===== src/rtl/stage_sequencer.sv =====
`default_nettype none
// ============================================================================
//  Module      : stage_sequencer
//  Description : N-stage start/done sequencer. Launches datapath loops in
//                strict order with a start/done handshake, per-stage
//                watchdog, abort, clear/restart, start-hold mode and an
//                error-stage report. Drives {error, done, busy} status LEDs.
//  Revision    : 1.0 - initial release
// ============================================================================
module stage_sequencer #(
  parameter int NUM_STAGES     = 3,
  parameter bit HOLD_STARTS    = 1'b1,
  parameter int TIMEOUT_CYCLES = 0,
  parameter int IDX_W          = (NUM_STAGES > 1) ? $clog2(NUM_STAGES) : 1
) (
  input  logic                  clok,
  input  logic                  rst,
  input  logic                  go,
  input  logic                  abort,
  input  logic                  clear,
  input  logic [NUM_STAGES-1:0] stage_done,
  output logic [NUM_STAGES-1:0] stage_start,
  output logic [IDX_W-1:0]      cur_stage,
  output logic                  busy,
  output logic                  done,
  output logic                  error,
  output logic [IDX_W-1:0]      error_stage,
  output logic [2:0]            light
);

  typedef enum logic [1:0] {
    S_IDLE  = 2'd0,
    S_WAIT  = 2'd1,
    S_DONE  = 2'd2,
    S_ERROR = 2'd3
  } state_t;

  localparam logic [IDX_W-1:0]      LAST_STAGE  = IDX_W'(NUM_STAGES - 1);
  localparam logic [NUM_STAGES-1:0] ONE_HOT0    = NUM_STAGES'(1);
  localparam logic [23:0]           TIMER_MAX   = 24'hFF_FFFF;
  // Only meaningful when the watchdog is enabled.
  localparam logic [23:0]           TIMER_LIMIT = 24'(TIMEOUT_CYCLES - 1);
  localparam bit                    TIMEOUT_EN  = (TIMEOUT_CYCLES != 0);

  state_t                  state;
  logic [23:0]             timer;
  logic [IDX_W-1:0]        next_stage;
  logic                    cur_done;
  logic [NUM_STAGES-1:0]   next_start;

  // Done of the stage being waited on, and the start pattern for its successor.
  always_comb begin
    next_stage = cur_stage + IDX_W'(1);
    cur_done   = stage_done[cur_stage];
    next_start = (HOLD_STARTS ? stage_start : '0) | (ONE_HOT0 << next_stage);
  end

  // Sequencer state machine with all outputs registered alongside the state.
  always_ff @(posedge clok or negedge rst) begin
    if (!rst) begin
      state       <= S_IDLE;
      timer       <= '0;
      stage_start <= '0;
      cur_stage   <= '0;
      busy        <= 1'b0;
      done        <= 1'b0;
      error       <= 1'b0;
      error_stage <= '0;
      light       <= 3'b000;
    end else begin
      case (state)
        S_IDLE: begin
          if (go) begin
            state       <= S_WAIT;
            cur_stage   <= '0;
            stage_start <= ONE_HOT0;
            timer       <= '0;
            busy        <= 1'b1;
            light       <= 3'b001;
          end
        end

        S_WAIT: begin
          if (abort) begin
            // Abort is a clean cancel, not a fault: no error flag.
            state       <= S_IDLE;
            stage_start <= '0;
            cur_stage   <= '0;
            timer       <= '0;
            busy        <= 1'b0;
            light       <= 3'b000;
          end else if (cur_done && (cur_stage != LAST_STAGE)) begin
            cur_stage   <= next_stage;
            stage_start <= next_start;
            timer       <= '0;
          end else if (cur_done) begin
            // Final stage finished; starts stay as they were for the loops.
            state <= S_DONE;
            busy  <= 1'b0;
            done  <= 1'b1;
            light <= 3'b010;
          end else if (TIMEOUT_EN && (timer == TIMER_LIMIT)) begin
            state       <= S_ERROR;
            error       <= 1'b1;
            busy        <= 1'b0;
            error_stage <= cur_stage;
            stage_start <= '0;
            light       <= 3'b100;
          end else if (timer != TIMER_MAX) begin
            timer <= timer + 24'd1;
          end
        end

        S_DONE, S_ERROR: begin
          if (clear) begin
            state       <= S_IDLE;
            timer       <= '0;
            stage_start <= '0;
            cur_stage   <= '0;
            busy        <= 1'b0;
            done        <= 1'b0;
            error       <= 1'b0;
            error_stage <= '0;
            light       <= 3'b000;
          end
        end

        default: state <= S_IDLE;
      endcase
    end
  end

endmodule
`default_nettype wire


===== config.mk =====
export PLATFORM = sky130hd
export DESIGN_NAME = stage_sequencer
export DESIGN_NICKNAME = d
export VERILOG_FILES = /design/src/rtl/stage_sequencer.sv
export SDC_FILE = /design/constraint.sdc
export NUM_CORES = 1
export LEC_CHECK = 0
export CORE_MARGIN = 4
export CORE_UTILIZATION = 31
export CTS_CLUSTER_DIAMETER = 50
export CTS_CLUSTER_SIZE = 30
export DETAILED_ROUTE_END_ITERATION = 10
export GPL_TIMING_DRIVEN = 0
export HOLD_SLACK_MARGIN = 0.15
export PLACE_DENSITY = 0.69
export SYNTH_ARGS = -nofsm -noshare
export SYNTH_HDL_FRONTEND = slang
export SYNTH_SLANG_ARGS = --single-unit

===== constraint.sdc =====
create_clock -name clok -period 2.4 [get_ports clok]
set_clock_uncertainty 0.2 [all_clocks]
set_input_delay 0.36 -clock clok [delete_from_list [all_inputs] [get_ports clok]]
set_output_delay 0.36 -clock clok [all_outputs]
set_load 0.05 [all_outputs]

==> metrics <==
status completed; Max Cap Violations 0; sequential area share after synthesis 39.0%; CP Class reg -> out; slack of the critical path 0.198 ns; top fanout value on the critical path 8; GRT Util Overall 10.2%; Core Area 1540 um2; met2 WL 488 um; # nets final 87; synthesized area 513 um2; layout cells sized above 1 17.8%; DR DRC count 0; period utilisation layout 91.8%; die area 2370 um2; endpoints failing setup 0; Tmin final 2.20 ns; Top Metal Used met4; placed insts 86; Synth Warn # 0; CTS tree yes; Critical Path RT 1.84 ns; 1st-iter DRT viols 2; Max Clk Rate 454 MHz; ys async rst share 100%; clock latency on the worst-skew pair 0.25 ns; met1 WL 473 um; startpoint types flip-flop; ys flop type dfrtp_1; clk sinks 8; drt pass-1 iters 2; root buffer cell clkbuf_4; Die Span Y 48.7 um; peak supply drop 0.474 mV; Cells after Synth 51; postcts setup bufs 0; via count 428; placed cell areas 704 um2; Netlist cell types 26; WL met3 60 um; EDFF count, synth 0; Fin. Hold Viols 0; GR Overflow Total 0; Reg clk slew, reported paths 0.06 ns; Yosys reg bits 8; post-synth top area cell dfrtp_1; WL/cell 11.6 um; Initial Util 33.3%; simple-gate portion of the synthesized area 18.3%; Antenna Violating Nets Remaining 0; Synth Area in XOR/XNOR 0%; row count 14; P_leak 0.321 nW; setup TNS 0 ns; fin cells 89; CP Data Arrival Time 1.64 ns; main area contributors after synthesis dfrtp_1, ha_1, buf_4; synth cell count leaders dfrtp_1, buf_4, ha_1, inv_1; Syn Area/Cell 10.1 um2; port bufs 16; CP Capture Type output pin; Resized cells post-CTS 0; H-tree Lvls 1; Filler Cell Count 152; chip width 48.7 um; Post-Synth Adder-Cell Area 9.76%; Ant. Diodes 0; Hold Path Class in -> async; Post-Route WL 1.03 mm; I/O pin count 21; mux contribution to synthesized area 1.95%; largest family of logic cells by synthesized area compound AO/OA/AOI/OAI gates; DR vias/cell 4.81; Max clock buf depth 2; RSZ-0062 raised after global routing no; vias in the first global route 447; design area 727 um2; hpwl dp 828 um; gpl congestion 0.724; initial antenna violation count 0; pin count of the biggest net entering global routing 9; dpl ws 0.463 ns; CTS buffer count 3; overall power 0.891 mW; Power Density 1230 nW/um2; top cell type's share of synthesized area 39.0%; Slew Limit Fails 0; hold buffer count at cts 0; most common cell in the netlist dfrtp_1; first-pass GRT wire length 1.89 mm; Synth-to-Final Area Change 41.7%; Compound-Gate Fraction of Synth Area 20.0%
## stage by stage
step                      hold WS [ns]  util [%]
final                            0.191      47.2
after global routing             0.226      47.2
after CTS                        0.198      47.2
after detailed placement         0.275      45.7
after global placement           0.266      45.7
after floorplan                 -0.136         -
## registers in the layout, indices dropped and copies added (netlist names)
signal,flops
stage_start,3
light,2
cur_stage,2
done,1
## cell families (layout without fill, tap and decap cells)
group,Yosys count,after routing
buffers and inverters,9,28
multiplexers,1,1
adder cells (fa/ha/maj),4,4
AND/OR/NAND/NOR,15,15
other,1,4
AO/OA/AOI/OAI,13,13
flip-flops,8,8
## cell usage in the layout (no fill, tap or decap), drive strengths merged, types with 2 or more instances in the layout
| cell type | count |
|---|---|
| ha | 4 |
| clkdlybuf4s50 | 16 |
| nand2 | 3 |
| o21a | 2 |
| nand2b | 2 |
| buf | 5 |
| a21oi | 2 |
| dfrtp | 8 |
| clkbuf | 3 |
| inv | 4 |
| o21ai | 4 |
| nor3 | 3 |
| conb | 4 |
## power by group
group / total, mW / internal, mW / switching [mW]
Combinational: 0.553 / 0.219 / 0.334
Clock: 0.103 / 0.0572 / 0.0459
Sequential: 0.235 / 0.180 / 0.0543
Total: 0.891 / 0.456 / 0.435
## cell type report
type                            count  area, um2  share of cell area (%)
Tap cell                           16       20.0                    2.75
Timing Repair Buffer               16        160                    22.0
Buffer                              5       37.5                    5.16
Sequential cell                     8        200                    27.5
Clock buffer                        3       22.5                    3.10
Multi-Input combinational cell     37        272                    37.3
Inverter                            4       15.0                    2.07
## worst paths after layout
kind / startpoint / to / slack, ns / depth (start not counted)
worst max register to register: cur_stage[0] / cur_stage[0] / 0.55 / 6
worst min-delay path: rst / stage_start[1] / 0.19 / 1
worst min register to register: done / done / 0.27 / 2
max in group asynchronous: rst / stage_start[2] / 1.54 / 1
worst max-delay path: light[0] / light[0] / 0.20 / 2
min in group clok: done / done / 0.27 / 2
## layer usage
metal  track usage, %  up-vias
met5                0        -
met4             6.73        0
met3             4.29        2
met2             15.7       11
met1             11.3      198
li1                 -      217
## worst max-delay path: stages, from the launching register on
cell and delay, ns:
dfrtp_1 0.46, buf_4 0.15, clkdlybuf4s50_1 0.78
No activity file was read; power rests on OpenSTA's default activity.
